**config.mk**
```make
export PLATFORM = sky130hd
export DESIGN_NAME = adpll_cfg_ctrl_flat
export DESIGN_NICKNAME = d
export VERILOG_FILES = /design/src/rtl/adpll_cfg_pkg.sv /design/src/rtl/adpll_cfg_ctrl_if.sv /design/src/rtl/adpll_cfg_regbank.sv /design/src/rtl/adpll_cfg_ctrl.sv /design/src/flat_wrapper.sv
export SDC_FILE = /design/constraint.sdc
export NUM_CORES = 1
export LEC_CHECK = 0
export CAP_MARGIN = 20
export CELL_PAD_IN_SITES_DETAIL_PLACEMENT = 1
export CELL_PAD_IN_SITES_GLOBAL_PLACEMENT = 2
export CORE_UTILIZATION = 32
export DETAILED_ROUTE_END_ITERATION = 8
export GPL_TIMING_DRIVEN = 1
export PLACE_DENSITY_LB_ADDON = 0.05
export SETUP_SLACK_MARGIN = 0.1
export SLEW_MARGIN = 20
export SYNTH_ARGS = -nofsm -noshare
export SYNTH_HDL_FRONTEND = slang
export SYNTH_SLANG_ARGS = --single-unit
```
**constraint.sdc**
```tcl
create_clock -name clk -period 2.2 [get_ports clk]
set_clock_uncertainty 0.2 [all_clocks]
set_input_delay 0.44 -clock clk [delete_from_list [all_inputs] [get_ports clk]]
set_output_delay 0.44 -clock clk [all_outputs]
set_load 0.05 [all_outputs]
```
**src/rtl/adpll_cfg_pkg.sv**
```systemverilog
// Shared constants and FSM encoding for the ADPLL configuration controller.
package adpll_cfg_pkg;

   localparam logic [2:0] ADDR_NDIV   = 3'd0;
   localparam logic [2:0] ADDR_ALPHA  = 3'd1;
   localparam logic [2:0] ADDR_BETA   = 3'd2;
   localparam logic [2:0] ADDR_OFFSET = 3'd3;
   localparam logic [2:0] ADDR_THRESH = 3'd4;
   localparam logic [2:0] ADDR_KDCO   = 3'd5;
   localparam logic [2:0] ADDR_COMMIT = 3'd6;
   localparam logic [2:0] ADDR_CLEAR  = 3'd7;

   localparam int         NUM_REGS    = 6;
   localparam logic [3:0] NDIV_MIN    = 4'd2;

   typedef enum logic [1:0] {
      IDLE   = 2'd0,
      HOLD   = 2'd1,
      APPLY  = 2'd2,
      SETTLE = 2'd3
   } state_t;

endpackage

```
**src/rtl/adpll_cfg_ctrl_if.sv**
```systemverilog
// Command port of the ADPLL configuration controller (valid/ready write channel).
interface adpll_cfg_ctrl_if;

   logic       cmd_valid;
   logic       cmd_ready;
   logic [2:0] cmd_addr;
   logic [4:0] cmd_data;

   modport master (output cmd_valid, output cmd_addr, output cmd_data, input cmd_ready);
   modport slave  (input cmd_valid, input cmd_addr, input cmd_data, output cmd_ready);

endinterface

```
**src/rtl/adpll_cfg_regbank.sv**
```systemverilog
// Shadow/active register pairs: shadows take writes, actives copy all shadows on apply.
module adpll_cfg_regbank
   import adpll_cfg_pkg::*;
(
   input  logic                clk,
   input  logic                clr,
   input  logic [NUM_REGS-1:0] wr_en,
   input  logic [4:0]          wr_data,
   input  logic                clear,
   input  logic                apply,
   output logic [3:0]          shd_ndiv,
   output logic [3:0]          ndiv,
   output logic [4:0]          alpha,
   output logic [4:0]          beta,
   output logic [4:0]          dco_offset,
   output logic [4:0]          dco_thresh,
   output logic [4:0]          kdco
);

   // ndiv is 4 bits wide and kept apart; the five 5-bit registers share an array (index = addr-1)
   logic [3:0] shd_ndiv_q, shd_ndiv_d;
   logic [3:0] act_ndiv_q, act_ndiv_d;
   logic [4:0] shd_q [NUM_REGS-1];
   logic [4:0] shd_d [NUM_REGS-1];
   logic [4:0] act_q [NUM_REGS-1];
   logic [4:0] act_d [NUM_REGS-1];

   always_comb begin
      shd_ndiv_d = shd_ndiv_q;
      act_ndiv_d = act_ndiv_q;
      shd_d      = shd_q;
      act_d      = act_q;
      if (clear)
         shd_ndiv_d = '0;
      else if (wr_en[0])
         shd_ndiv_d = wr_data[3:0];
      if (apply)
         act_ndiv_d = shd_ndiv_q;
      for (int i = 0; i < NUM_REGS-1; i++) begin
         if (clear)
            shd_d[i] = '0;
         else if (wr_en[i+1])
            shd_d[i] = wr_data;
         if (apply)
            act_d[i] = shd_q[i];
      end
   end

   always_ff @(posedge clk or posedge clr) begin
      if (clr) begin
         shd_ndiv_q <= '0;
         act_ndiv_q <= '0;
         shd_q      <= '{default: '0};
         act_q      <= '{default: '0};
      end else begin
         shd_ndiv_q <= shd_ndiv_d;
         act_ndiv_q <= act_ndiv_d;
         shd_q      <= shd_d;
         act_q      <= act_d;
      end
   end

   assign shd_ndiv   = shd_ndiv_q;
   assign ndiv       = act_ndiv_q;
   assign alpha      = act_q[0];
   assign beta       = act_q[1];
   assign dco_offset = act_q[2];
   assign dco_thresh = act_q[3];
   assign kdco       = act_q[4];

endmodule

```
**src/rtl/adpll_cfg_ctrl.sv**
```systemverilog
// ADPLL configuration controller: shadow writes, then commit as hold-reset / apply / settle.
//
//   state  | meaning
//   IDLE   | accepting commands, core running (or in reset until first apply)
//   HOLD   | core held in reset for HOLD_CYC cycles
//   APPLY  | one cycle; shadows copied to actives on exit
//   SETTLE | SETTLE_CYC cycles of lock time, cfg_done pulses on exit
module adpll_cfg_ctrl
   import adpll_cfg_pkg::*;
#(
   parameter int HOLD_CYC   = 4,
   parameter int SETTLE_CYC = 16,
   parameter int CNT_W      = 5
) (
   input  logic             clk,
   input  logic             clr,
   adpll_cfg_ctrl_if.slave  cmd,
   output logic [3:0]       ndiv,
   output logic [4:0]       alpha,
   output logic [4:0]       beta,
   output logic [4:0]       dco_offset,
   output logic [4:0]       dco_thresh,
   output logic [4:0]       kdco,
   output logic             pll_rst,
   output logic             busy,
   output logic             cfg_done,
   output logic             cfg_err,
   output logic             cfg_applied
);

   state_t             state_q, state_d;
   logic [CNT_W-1:0]   cnt_q, cnt_d;
   logic               cfg_done_q, cfg_done_d;
   logic               cfg_err_q, cfg_err_d;
   logic               cfg_applied_q, cfg_applied_d;
   logic               ready;
   logic               accept;
   logic [NUM_REGS-1:0] wr_en;
   logic               clear;
   logic               apply;
   logic [3:0]         shd_ndiv;

   assign ready  = (state_q == IDLE);
   assign accept = cmd.cmd_valid & ready;

   always_comb begin
      state_d       = state_q;
      cnt_d         = cnt_q;
      cfg_done_d    = 1'b0;
      cfg_err_d     = cfg_err_q;
      cfg_applied_d = cfg_applied_q;
      wr_en         = '0;
      clear         = 1'b0;
      apply         = 1'b0;
      case (state_q)
         IDLE: begin
            if (accept) begin
               case (cmd.cmd_addr)
                  ADDR_COMMIT: begin
                     if (shd_ndiv < NDIV_MIN) begin
                        cfg_err_d = 1'b1;
                     end else begin
                        cfg_err_d = 1'b0;
                        state_d   = HOLD;
                        cnt_d     = '0;
                     end
                  end
                  ADDR_CLEAR: begin
                     clear     = 1'b1;
                     cfg_err_d = 1'b0;
                  end
                  default: begin
                     for (int i = 0; i < NUM_REGS; i++)
                        wr_en[i] = (cmd.cmd_addr == 3'(i));
                  end
               endcase
            end
         end
         HOLD: begin
            if (cnt_q == CNT_W'(HOLD_CYC-1)) begin
               state_d = APPLY;
               cnt_d   = '0;
            end else begin
               cnt_d = cnt_q + 1'b1;
            end
         end
         APPLY: begin
            apply         = 1'b1;
            cfg_applied_d = 1'b1;
            state_d       = SETTLE;
            cnt_d         = '0;
         end
         SETTLE: begin
            if (cnt_q == CNT_W'(SETTLE_CYC-1)) begin
               state_d    = IDLE;
               cnt_d      = '0;
               cfg_done_d = 1'b1;
            end else begin
               cnt_d = cnt_q + 1'b1;
            end
         end
         default: state_d = IDLE;
      endcase
   end

   always_ff @(posedge clk or posedge clr) begin
      if (clr) begin
         state_q       <= IDLE;
         cnt_q         <= '0;
         cfg_done_q    <= 1'b0;
         cfg_err_q     <= 1'b0;
         cfg_applied_q <= 1'b0;
      end else begin
         state_q       <= state_d;
         cnt_q         <= cnt_d;
         cfg_done_q    <= cfg_done_d;
         cfg_err_q     <= cfg_err_d;
         cfg_applied_q <= cfg_applied_d;
      end
   end

   adpll_cfg_regbank u_regbank (
      .clk        (clk),
      .clr        (clr),
      .wr_en      (wr_en),
      .wr_data    (cmd.cmd_data),
      .clear      (clear),
      .apply      (apply),
      .shd_ndiv   (shd_ndiv),
      .ndiv       (ndiv),
      .alpha      (alpha),
      .beta       (beta),
      .dco_offset (dco_offset),
      .dco_thresh (dco_thresh),
      .kdco       (kdco)
   );

   // decoded from flops only so the core reset cannot glitch
   assign pll_rst       = (state_q == HOLD) | (state_q == APPLY) | ~cfg_applied_q;
   assign busy          = (state_q != IDLE);
   assign cmd.cmd_ready = ready;
   assign cfg_done      = cfg_done_q;
   assign cfg_err       = cfg_err_q;
   assign cfg_applied   = cfg_applied_q;

endmodule

```
**src/flat_wrapper.sv**
```systemverilog
// flat-port wrapper written by rule: the top's interface ports become plain ports
module adpll_cfg_ctrl_flat import adpll_cfg_pkg::*;
#(
   parameter int HOLD_CYC   = 4,
   parameter int SETTLE_CYC = 16,
   parameter int CNT_W      = 5
)
  (clk, clr, ndiv, alpha, beta, dco_offset, dco_thresh, kdco, pll_rst, busy, cfg_done, cfg_err, cfg_applied, cmd_cmd_valid, cmd_cmd_addr, cmd_cmd_data, cmd_cmd_ready);
  adpll_cfg_ctrl_if cmd_i ();
  input  logic clk;
  input  logic clr;
  output logic [3:0] ndiv;
  output logic [4:0] alpha;
  output logic [4:0] beta;
  output logic [4:0] dco_offset;
  output logic [4:0] dco_thresh;
  output logic [4:0] kdco;
  output logic pll_rst;
  output logic busy;
  output logic cfg_done;
  output logic cfg_err;
  output logic cfg_applied;
  input wire logic [$bits(cmd_i.cmd_valid)-1:0] cmd_cmd_valid;
  input wire logic [$bits(cmd_i.cmd_addr)-1:0] cmd_cmd_addr;
  input wire logic [$bits(cmd_i.cmd_data)-1:0] cmd_cmd_data;
  output wire logic [$bits(cmd_i.cmd_ready)-1:0] cmd_cmd_ready;
  assign cmd_i.cmd_valid = cmd_cmd_valid;
  assign cmd_i.cmd_addr = cmd_cmd_addr;
  assign cmd_i.cmd_data = cmd_cmd_data;
  assign cmd_cmd_ready = cmd_i.cmd_ready;
  adpll_cfg_ctrl #(.HOLD_CYC(HOLD_CYC), .SETTLE_CYC(SETTLE_CYC), .CNT_W(CNT_W)) u_core (.clk(clk), .clr(clr), .cmd(cmd_i), .ndiv(ndiv), .alpha(alpha), .beta(beta), .dco_offset(dco_offset), .dco_thresh(dco_thresh), .kdco(kdco), .pll_rst(pll_rst), .busy(busy), .cfg_done(cfg_done), .cfg_err(cfg_err), .cfg_applied(cfg_applied));
endmodule
```
Word-level counts from Yosys, hierarchy flattened
Index checks and enable logic that the tools add are counted.
W data, S select, Z words.
{"block": "op_classes", "muxes": 35, "n_lt_le_gt_ge": 1, "n_addsub": 1, "reduce_logical": 14, "n_eq_ne": 17, "n_bitwise": 4}
{"operator": "$mux W5", "n": 15}
{"operator": "$pmux W5 S4", "n": 1}
{"operator": "$mux W6", "n": 3}
{"operator": "$reduce_bool A2 Y1", "n": 8}
{"operator": "$eq A3 B3 Y1 const B", "n": 4}
{"operator": "$mux W2", "n": 5}
{"operator": "$mux W4", "n": 2}
{"operator": "$pmux W2 S4", "n": 1}
{"operator": "$mux W1", "n": 7}
{"operator": "$eq A3 B2 Y1 const B", "n": 2}
{"operator": "$ne A2 B2 Y1 const B", "n": 3}
{"operator": "$reduce_and A3 Y1", "n": 2}
{"operator": "$add A5 B1 Y5 const B", "n": 1}
{"operator": "$eq A5 B2 Y1 const B", "n": 1}
{"operator": "$eq A5 B4 Y1 const B", "n": 1}
{"operator": "$reduce_and A5 Y1", "n": 1}
{"operator": "$eq A2 B2 Y1 const B", "n": 2}
{"operator": "$lt A4 B2 Y1 const B", "n": 1}
{"operator": "$ne A2 B1 Y1 const B", "n": 2}
{"operator": "$eq A3 B1 Y1 const B", "n": 1}
{"operator": "$logic_not A3 Y1", "n": 1}
{"operator": "$eq A2 B1 Y1 const B", "n": 1}
{"operator": "$logic_not A2 Y1", "n": 1}
{"operator": "$or A1 B1 Y1", "n": 2}
{"operator": "other kinds (4)", "n": 4}
{"block": "totals", "regBits": 68, "inputBits": 11, "out_inout_bits": 35, "word_cells": 89}

Logic depth before layout (Yosys ltp)
{"block": "depth", "depth_word": 7, "depth_mapped": 9, "depth_no_buf": 8}

By module
Synthesis repeated with hierarchy kept, for this count alone.
{"block": "unflattened", "hier_cells": 230, "area_unflattened_um2": 2941.6}
{"module": "adpll_cfg_regbank", "seq_area_each_um2": 1451.4, "area_per_inst_um2": 2289.7, "cells_per_inst": 158, "n_inst": 1}
{"module": "adpll_cfg_ctrl", "seq_area_each_um2": 250.2, "area_per_inst_um2": 651.9, "cells_per_inst": 72, "n_inst": 1}

Least setup slack after synthesis
Ideal clock, no wire load.
{"block": "synth_path", "path_kind": "register -> register", "startpoint": "register u_core.state_q[0]", "endpoint": "register u_core.u_regbank.shd_q[15] in the netlist's numbering", "synth_period_minus_slack_ns": 2.409, "path_slack_ns": -0.209, "setup_ns": 0.137, "n_path_buf": 2, "stages_incl_launch_ff": 9, "arrival_time_ns": 2.072, "t_required_ns": 1.863, "path_cell_list": "dfrtp_1 inv_1 ha_1 buf_4 nand2_2 or4b_1 buf_2 mux2i_1 nor2_1"}
{"block": "synth_via", "elab_chain_cells": 5, "elab_cells_between_ends": 8, "classes_between": "mux (5); bitwise (1); reduce/logical (2)"}
{"element": "from (decl)", "line": "adpll_cfg_ctrl.sv:31", "source": "state_t state_q, state_d;"}
{"element": "from (signal assigned)", "line": "adpll_cfg_ctrl.sv:114", "source": "state_q <= state_d;"}
{"element": "$logic_not A2 Y1 *", "line": "adpll_cfg_ctrl.sv:43", "source": "assign ready = (state_q == IDLE);"}
{"element": "via cmd_cmd_ready", "line": "flat_wrapper.sv:26", "source": "output wire logic [$bits(cmd_i.cmd_ready)-1:0] cmd_cmd_ready;"}
{"element": "$and A1 B1 Y1", "line": "adpll_cfg_ctrl.sv:44", "source": "assign accept = cmd.cmd_valid & ready;"}
{"element": "$mux W1 or $mux W6 (tied branches)", "line": "adpll_cfg_ctrl.sv:57", "source": "if (accept) begin"}
{"element": "$mux W1 or $mux W6 (tied branches)", "line": "adpll_cfg_ctrl.sv:55", "source": "case (state_q)"}
{"element": "$mux W5 or $reduce_bool A2 Y1 (tied branches)"}
{"element": "to (signal assigned)", "line": "adpll_cfg_regbank.sv:53", "source": "shd_q <= '{default: '0};"}
{"element": "to (signal assigned)", "line": "adpll_cfg_regbank.sv:58", "source": "shd_q <= shd_d;"}
{"element": "to (decl)", "line": "adpll_cfg_regbank.sv:23", "source": "logic [4:0] shd_q [NUM_REGS-1];"}
Mark *: on every way through the listed nets, which the timed path passes. The rest lies on a longest branch.
A chain may end at the register's enable or synchronous reset.

Worst setup path after layout
{"block": "layout_path", "startpoint": "register u_core.state_q[0]", "endpoint": "output port pll_rst"}
{"block": "layout_via", "elab_chain_cells": 3, "elab_cells_between_ends": 4, "classes_between": "eq/ne (2); bitwise (2)"}
{"element": "$eq A2 B1 Y1 or $eq A2 B2 Y1 (tied branches)", "line": "adpll_cfg_ctrl.sv:139", "source": "assign pll_rst = (state_q == HOLD) | (state_q == APPLY) | ~cfg_applied_q;"}
{"element": "$or A1 B1 Y1 * (2 in a row)", "line": "adpll_cfg_ctrl.sv:139"}
{"element": "to (decl)", "line": "flat_wrapper.sv:18", "source": "output logic pll_rst;"}
Mark *: on every way between the ends. The rest lies on a longest branch, timed or not.

==> impl_metrics.toml <==
[worst_setup_path]
path_cells = "inv_2 -> ha_4 -> nand2b_1 -> buf_12"
critical_path.max_stage_delay_ns = 0.42
cp_data_arrival_time_ns = 1.38
cp_max_fo = 4
crit_buf_inv = 2
path_class = "register to output pin"
end_kind = "output pin"
critPathTopFamily = "flip-flops"
cp-start-kind = "register"
crit_path_top_delay_cell = "dfrtp_1"
cp.required_ns = 1.56

[sta]
report.final.hold_viol_count = 0
timing.final.crit_period_ns = 2.019
setup_viol = 0
fmax_mhz = 495.2
fin_crit_sh = 0.9178
layout_setup_ws_ns = 0.1808
rsz0062_at_grt = "no"
slew_viol_final = 0
worst_pin_slew_ns = 0.6342
final.setup.tns_ns = 0
slew_headroom = 0.5758

[logic_synthesis]
synth-seq-cells = 68
yosysMostFrequentCell = "dfrtp_1"
ys_warn_count = 0
syn_area_per_cell_sq_um = 11.97
synth_top_area_frac = 0.5875
synthArstFlopShare = 1.000
synth_area_sq_um = 2897
ys_top_cells_by_count = "68 x dfrtp_1, 35 x nand2_1, 29 x mux2_2"
synth_area_leader_cell = "dfrtp_1"
yosys.cell_types.count = 39
synth-seq-area-share = 0.5875
synth.area.top_cells = "dfrtp_1 59%, mux2_2 11%, nand2_1 4.5%"
synth_edf_count = 0
ys.flop_type = "dfrtp_1"
syn_inst = 242
syn-num-nets = 260

[floorplanning]
dieArea_sq_um = 9436
pin_count = 46
die_y_um = 97.14
die_w_um = 97.14
rows = 34
core_area_sq_um = 8763
start_util = 0.3305

[grt]
grt.total_usage = 0.1533
grt_pass1_wl_um = 11350
grt_max_degree = 69
antenna_found_initial = 0
grt_pass1_vias = 2179
gr-total-overflow = 0

[detailed_routing]
wl_per_cell_um = 15.55
drc = 0
antenna_left = 0
drtIter0Drc = 35
num_vias = 2047
drt_wl_total_um = 6657
drtPass1Iterations = 4
vias_per_cell = 4.783

[cts]
clkSlewWorstSetupHoldPaths_ns = 0.08
cts-htree-levels = 3
ctsLongestPathBuffers = 2
clk_latency_ns = 0.34
postCtsHoldBufs = 0
root_buffer = "clkbuf_8"
clock-sinks = 68
cts_tree = "yes"
cts_buffers = 9

[place]
port-buffer-count = 45
dp.final_hpwl_um = 4554
placed_cell_area_sq_um = 3613
place_ws_ns = -0.09943
routabilityCongestion = 0.7822

[pwr]
leakagePower_nw = 1.851
ir_worst_vdd_mv = 0.5533
power.density_nw_per_um2 = 1547

[finish]
antenna_cells = 0
area_growth_pct = 34.25
layout.nets = 333
drive_gt1_frac = 0.2938
stdcell_area_sq_um = 3889

[flow_run]
cap_violations = 0

[status]
status = "finished, final reports clean"

[min_path]
hp-class = "register to register"
[path summary, 6_finish.rpt]
path | end | start | slack (ns) | cells past startpoint
max | pll_rst | u_core.state_q[0] | 0.18 | 4
min | u_core.u_regbank.shd_q[4] | u_core.u_regbank.shd_q[4] | 0.28 | 2
max reg2reg | u_core.state_q[1] | u_core.cnt_q[1] | 0.18 | 5
min reg2reg | u_core.u_regbank.shd_q[4] | u_core.u_regbank.shd_q[4] | 0.28 | 2
max in group asynchronous | u_core.state_q[1] | clr | 1.12 | 3
min in group asynchronous | u_core.u_regbank.beta[3] | clr | 0.33 | 3
[worst reg2reg max path, stage by stage (launching register included)]
cell     delay (ns)
dfrtp_1        0.41
ha_4           0.16
or4b_4         0.47
a21o_4         0.25
nor2_4         0.09
mux2_1         0.32
[flip-flops by register name, indices dropped and copies added, names as in the netlist]
| signal | cells |
|---|---|
| u_core.u_regbank.shd_q | 25 |
| u_core.cnt_q | 5 |
| u_core.u_regbank.alpha | 5 |
| u_core.u_regbank.beta | 5 |
| u_core.u_regbank.dco_offset | 5 |
| u_core.u_regbank.dco_thresh | 5 |
| u_core.u_regbank.kdco | 5 |
| u_core.u_regbank.ndiv | 4 |
| u_core.u_regbank.shd_ndiv | 4 |
| u_core.state_q | 2 |
| u_core.cfg_applied | 1 |
| u_core.cfg_done | 1 |
| u_core.cfg_err | 1 |
[layout make-up]
cell class | count | area (sq um)
clock inverter | 6 | 93.84
fill | 948 | 4875
sequential | 68 | 1702
multi-input combinational | 157 | 1150
clock buffer | 10 | 137.6
timing repair buffer | 71 | 636.9
inverter | 8 | 33.78
tap | 108 | 135.1
[metal layers]
layer | wire length [um] | track usage
met1 | 3189 | 0.2045
met2 | 3190 | 0.2416
met3 | 178 | 0.02950
met4 | 99 | 0.06889
met5 | 0 | 0
[layout by cell type (no fill, tap or decap), drive strengths merged, types with 2 or more instances in the layout]
cell type,n
o31ai,5
ha,7
clkinvlp,2
nand2,36
nand2b,3
dlygate4sd2,23
o21ai,26
clkbuf,10
dfrtp,68
or4b,2
a22oi,4
clkinv,2
nor2b,2
clkdlybuf4s50,10
mux2i,9
buf,38
mux2,30
inv,8
nor2,12
nand3,6
bufinv,2
[where the power goes]
group	leakage, nW	total (W)	switching, W	internal [W]
sequential	0.845	0.00203	0.000291	0.00174
clock	0.113	0.00119	0.000506	0.000679
combinational	0.893	0.00280	0.00164	0.00115
total	1.85	0.00602	0.00244	0.00358
[kinds of logic (layout without fill, tap and decap cells)]
family	after synthesis	after routing	share of synthesized area
AOI/OAI and AO/OA	42	42	0.09158
xor gates and xnor gates	1	1	0.003024
adders and majority gates	7	7	0.03024
buffers and inverters	17	95	0.02419
DFF	68	68	0.5875
muxes	39	39	0.1477
and+or+nand+nor	68	68	0.1158
[repair_timing]
action / in CTS / in global routing
pin swaps: 0 / 1
setup endpoints to repair: 24 / 7
resized for setup: 24 / 1
buffers inserted: 1 / 7
[through the flow]
| stage | hold slack (ns) | instances | util | power [W] |
|---|---|---|---|---|
| 2_1_floorplan | 0.2444 | 242 | - | 0.003927 |
| 3_3_place_gp | 0.2622 | 404 | 0.4123 | 0.004845 |
| 3_5_place_dp | 0.2688 | 404 | 0.4123 | 0.004897 |
| 4_1_cts | 0.2896 | 421 | 0.4366 | 0.006019 |
| 5_1_grt | 0.3120 | 428 | 0.4437 | 0.006389 |
| 6_report | 0.2838 | 428 | 0.4437 | 0.006016 |
Note: power is estimated with default switching activity, not from simulation.
